File: src/rtl/prog_rom_bus.sv
`default_nettype none
// +--------------------------------------------------------------------------+
// | Module : prog_rom_bus                                                    |
// | Brief  : 68000-style bus slave to a byte-wide synchronous program-ROM    |
// |          pair. Optional sequential prefetch buffer: ROM_PREFETCH_EN.     |
// | Rev    : 1.0                                                             |
// +--------------------------------------------------------------------------+
module prog_rom_bus #(
  parameter int WAIT_CYCLES = 1
) (
  input  logic        clk,
  input  logic        reset,
  input  logic        cpu_as_n,
  input  logic        cpu_rw,
  input  logic        rom_sel,
  input  logic [15:1] cpu_a,
  output logic [15:0] cpu_d_out,
  output logic        cpu_dtack_n,
  output logic [12:0] rom_a,
  output logic [1:0]  rom_bank,
  output logic        rom_ce,
  output logic        rom_oe,
  input  logic [7:0]  rom_d_hi,
  input  logic [7:0]  rom_d_lo
);

  localparam logic [1:0] c_wait_last = 2'(WAIT_CYCLES);

`ifdef ROM_PREFETCH_EN
  typedef enum logic [1:0] {
    IDLE     = 2'd0,
    FETCH    = 2'd1,
    ACK      = 2'd2,
    PF_FETCH = 2'd3
  } state_t;
`else
  typedef enum logic [1:0] {
    IDLE  = 2'd0,
    FETCH = 2'd1,
    ACK   = 2'd2
  } state_t;
`endif

  state_t      r_state;
  logic [1:0]  r_wait;

  logic        w_req;
  logic [15:0] w_rom_data;
  logic        w_fetch_done;
  logic [15:0] w_fetch_data;

  assign w_req      = ~cpu_as_n & rom_sel;
  assign w_rom_data = {rom_d_hi, rom_d_lo};

`ifdef ROM_PREFETCH_EN
  logic        r_read;
  logic        r_hit;
  logic        r_pf_valid;
  logic [14:0] r_pf_tag;
  logic [15:0] r_pf_data;
  logic        w_hit;
  logic [14:0] w_addr;
  logic [14:0] w_next_addr;

  assign w_hit        = r_pf_valid && (r_pf_tag == cpu_a);
  assign w_addr       = {rom_bank, rom_a};
  assign w_next_addr  = w_addr + 15'd1;
  // A buffer hit completes on the first FETCH edge without touching the ROM.
  assign w_fetch_done = r_hit | (r_wait == c_wait_last);
  assign w_fetch_data = r_hit ? r_pf_data : w_rom_data;
`else
  assign w_fetch_done = (r_wait == c_wait_last);
  assign w_fetch_data = w_rom_data;
`endif

  always_ff @(posedge clk) begin
    if (reset) begin
      r_state     <= IDLE;
      r_wait      <= 2'd0;
      cpu_dtack_n <= 1'b1;
      cpu_d_out   <= 16'h0000;
      rom_a       <= 13'd0;
      rom_bank    <= 2'd0;
      rom_ce      <= 1'b0;
      rom_oe      <= 1'b0;
`ifdef ROM_PREFETCH_EN
      r_read      <= 1'b0;
      r_hit       <= 1'b0;
      r_pf_valid  <= 1'b0;
      r_pf_tag    <= 15'd0;
      r_pf_data   <= 16'h0000;
`endif
    end else begin
      case (r_state)
        IDLE: begin
          if (w_req) begin
            rom_bank <= cpu_a[15:14];
            rom_a    <= cpu_a[13:1];
            r_wait   <= 2'd0;
`ifdef ROM_PREFETCH_EN
            r_read   <= cpu_rw;
`endif
            if (cpu_rw) begin
              r_state <= FETCH;
`ifdef ROM_PREFETCH_EN
              r_hit  <= w_hit;
              rom_ce <= ~w_hit;
              rom_oe <= ~w_hit;
`else
              rom_ce <= 1'b1;
              rom_oe <= 1'b1;
`endif
            end else begin
              r_state     <= ACK;
              cpu_dtack_n <= 1'b0;
`ifdef ROM_PREFETCH_EN
              // ROM writes may be shadowed elsewhere; never trust the buffer.
              r_pf_valid  <= 1'b0;
`endif
            end
          end
        end

        FETCH: begin
          if (cpu_as_n) begin
            r_state <= IDLE;
            rom_ce  <= 1'b0;
            rom_oe  <= 1'b0;
          end else if (w_fetch_done) begin
            r_state     <= ACK;
            cpu_d_out   <= w_fetch_data;
            cpu_dtack_n <= 1'b0;
            rom_ce      <= 1'b0;
            rom_oe      <= 1'b0;
          end else begin
            r_wait <= r_wait + 2'd1;
          end
        end

        ACK: begin
          if (cpu_as_n) begin
            cpu_dtack_n <= 1'b1;
`ifdef ROM_PREFETCH_EN
            if (r_read) begin
              r_state  <= PF_FETCH;
              rom_bank <= w_next_addr[14:13];
              rom_a    <= w_next_addr[12:0];
              rom_ce   <= 1'b1;
              rom_oe   <= 1'b1;
              r_wait   <= 2'd0;
            end else begin
              r_state <= IDLE;
            end
`else
            r_state <= IDLE;
`endif
          end
        end

`ifdef ROM_PREFETCH_EN
        PF_FETCH: begin
          // A CPU strobe arriving now simply waits; IDLE evaluates it afterwards.
          if (r_wait == c_wait_last) begin
            r_state    <= IDLE;
            r_pf_data  <= w_rom_data;
            r_pf_tag   <= w_addr;
            r_pf_valid <= 1'b1;
            rom_ce     <= 1'b0;
            rom_oe     <= 1'b0;
          end else begin
            r_wait <= r_wait + 2'd1;
          end
        end
`endif

        default: begin
          r_state <= IDLE;
        end
      endcase
    end
  end

endmodule
`default_nettype wire

File: config.mk
export PLATFORM = sky130hd
export DESIGN_NAME = prog_rom_bus
export DESIGN_NICKNAME = d
export VERILOG_FILES = /design/src/rtl/prog_rom_bus.sv
export SDC_FILE = /design/constraint.sdc
export NUM_CORES = 1
export LEC_CHECK = 0
export BUFFER_PORTS_ARGS = -buffer_cell sky130_fd_sc_hd__buf_2
export CAP_MARGIN = 20
export CORE_UTILIZATION = 45
export CTS_CLUSTER_DIAMETER = 150
export DETAILED_ROUTE_END_ITERATION = 6
export PLACE_DENSITY = 0.78
export SKIP_CTS_REPAIR_TIMING = 1
export SLEW_MARGIN = 10
export SYNTH_ARGS = -nofsm -noshare
export SYNTH_HDL_FRONTEND = slang
export SYNTH_SLANG_ARGS = --single-unit
File: constraint.sdc
create_clock -name clk -period 1.8 [get_ports clk]
set_clock_uncertainty 0.05 [all_clocks]
set_input_delay 0 -clock clk [delete_from_list [all_inputs] [get_ports clk]]
set_output_delay 0 -clock clk [all_outputs]
set_load 0.01 [all_outputs]
==> flow_summary.yaml <==
global_route:
  grt_max_degree: 28
  grt_pass1_vias: 1124
  grt_overflow: 0
  use_met3: 0.0480
  grt-busiest-layer: "met2"
  met2_usage: 0.302
  grt_pass1_wl_mm: 4.73
  use_met1: 0.206
  track_usage: 0.181
  antenna_found_initial: 0
logic_synthesis:
  ys_warn_count: 0
  synthFlopType: "dfxtp_1"
  ys_ff_latch: 37
  syn_avg_cell_area_um2: 8.33
  yosys.area.top_type: "dfxtp_1"
  ys_top_cells_by_count: "nand2_1, dfxtp_1, a21oi_1, clkbuf_1"
  yosysSeqAreaShare: 0.505
  synth.most_common_cell: "nand2_1"
  synth.area.top_cells: "dfxtp_1, nand2_1, a21oi_1"
  synth_nets: 213
  syn_area_um2: 1470
  synth_cells: 176
  ys_types: 27
  netlist.area_leader.share: 0.505
  synth_edf_count: 0
  synthArstFlopShare: 0
timing:
  relSlewSlack: 0.680
  setup_tns_ns: 0
  slew_viol_final: 0
  timing.final.crit_period_ns: 1.71
  worstMarginPinSlew_ns: 0.480
  setup_viol: 0
  whs_ns: 0.0722
  fmax_mhz: 583
  hold_viol: 0
  fin_crit_sh: 0.953
  rsz0062_at_grt: "false"
clock_network:
  cts.sinks: 37
  cts_tree: "built"
  root_buffer: "clkbuf_4"
  htreeDepth: 2
  cts_buffer_depth: 2
  clock_latency_ns: 0.33
  path_clk_slew_ns: 0.10
  cts_made_buffers: 5
final_layout:
  multi_input_area_um2: 626
  area.sequential_um2: 741
  syn2layout_area_growth_pct: 50.0
  drive_above_1_share: 0.305
  final.fill_count: 260
  num_antenna_cells: 0
  final_area_um2: 2200
  instances_no_fill: 319
  nets: 312
routing:
  drcViolationCount: 0
  drt.antenna.violating_nets: 0
  routed_wl_mm: 3.84
  drt_first_pass_iters: 4
  via_count: 1498
  drtIter0Drc: 63
  viasPerCell: 4.70
  post_drt_wl_per_cell_um: 12.0
floorplanning:
  io_pins: 70
  dieHeight_um: 59.1
  die-area_um2: 3490
  die_w_um: 59.1
  start_util: 0.476
  row_count: 20
  coreArea_um2: 3080
critical_path:
  crit_arrival_ns: 1.89
  path_class: "register to register"
  end_kind: "register"
  start_kind: "register"
  cp_max_fo: 6
  cp.required_ns: 1.98
placed_design:
  post-place-cells: 278
  gp_congestion: 0.748
  port_buffers: 69
  dp_hpwl_mm: 2.15
  placed_cell_area_um2: 1800
run:
  maxCapViolations: 0
status:
  status: "finished clean"
min_path:
  hold_class: "input port to register"
power_and_ir_drop:
  power_density_nw_per_um2: 676
  power.leakage_nw: 0.956
  vdd_drop_max_uv: 591
cell usage in the layout (no fill, tap or decap):
cell type       n
nand2_1        61
mux2_2          1
or4b_4          1
a2111oi_0       2
nand2b_1        3
mux2_1          1
a211oi_1        1
o22a_1          1
nand3b_1        3
nor4bb_2        1
nor2_1          4
buf_2          69
clkbuf_8        1
nand2_2         1
ha_1            1
dlygate4sd3_1  34
nand3_1         1
a21oi_1        33
inv_1           2
nor3_1          3
nor4b_4         1
buf_4           4
dfxtp_1        37
nor2b_1         1
clkbuf_1        1
clkbuf_4        5
nand4bb_1       1
o311ai_0        1
through the flow:
| stage | power [mW] | worst slack [ns] | util |
|---|---|---|---|
| 6_report | 1.49 | 0.0851 | 0.715 |
| 5_1_grt | 1.57 | 0.000592 | 0.715 |
| 4_1_cts | 1.45 | 0.0720 | 0.604 |
| 3_5_place_dp | 1.02 | 0.121 | 0.586 |
| 3_3_place_gp | 1.01 | 0.166 | 0.586 |
| 2_1_floorplan | 0.956 | 0.258 | - |
final timing paths:
| kind | start | to | slack [ns] | cells after the start |
|---|---|---|---|---|
| hold reg to reg | rom_a[8]$_SDFFE_PP0P_ | rom_a[8]$_SDFFE_PP0P_ | 0.41 | 2 |
| hold / removal | reset | rom_a[3]$_SDFFE_PP0P_ | 0.07 | 2 |
| setup / recovery | r_wait[1]$_SDFFE_PP0P_ | r_wait[1]$_SDFFE_PP0P_ | 0.09 | 5 |
| setup reg to reg | r_wait[1]$_SDFFE_PP0P_ | r_wait[1]$_SDFFE_PP0P_ | 0.09 | 5 |
critical path: stages, from the launching register on:
cell and delay [ns]:
dfxtp_1 0.32, inv_1 0.05, ha_1 0.24, nand2b_1 0.17
a211oi_1 0.41, mux2_2 0.38
report_power, final:
group	switching (mW)	internal [mW]	leakage, nW	total [mW]
registers	0.0147	0.839	0.300	0.854
clock network	0.244	0.184	0.0314	0.429
logic	0.0876	0.117	0.625	0.205
total	0.347	1.14	0.956	1.49
flip-flops by register name, indices dropped and copies added, names as in the netlist:
signal       flops
cpu_d_out       16
r_state          2
cpu_dtack_n      1
r_wait           2
rom_oe           1
rom_a           13
rom_bank         2
cell type report:
type | instances | area share
multi-input combinational | 122 | 0.284
sequential | 37 | 0.337
inverter | 2 | 0.00341
timing repair buffer | 107 | 0.325
tap | 44 | 0.0250
clock buffer | 7 | 0.0250
metal layers:
layer  wire, um  vias up
li1           -      776
met1       1560      664
met2       2050       50
met3        148        8
met4         78        0
met5          0        -
logic make-up after synthesis:
family / count (synthesis) / share of synthesized area
muxes: 2 / 0.0154
buffers and inverters: 17 / 0.0725
and+or+nand+nor: 81 / 0.257
AOI/OAI and AO/OA: 38 / 0.142
DFF: 37 / 0.505
adders and majority gates: 1 / 0.00853
Note: power is estimated with default switching activity, not from simulation.
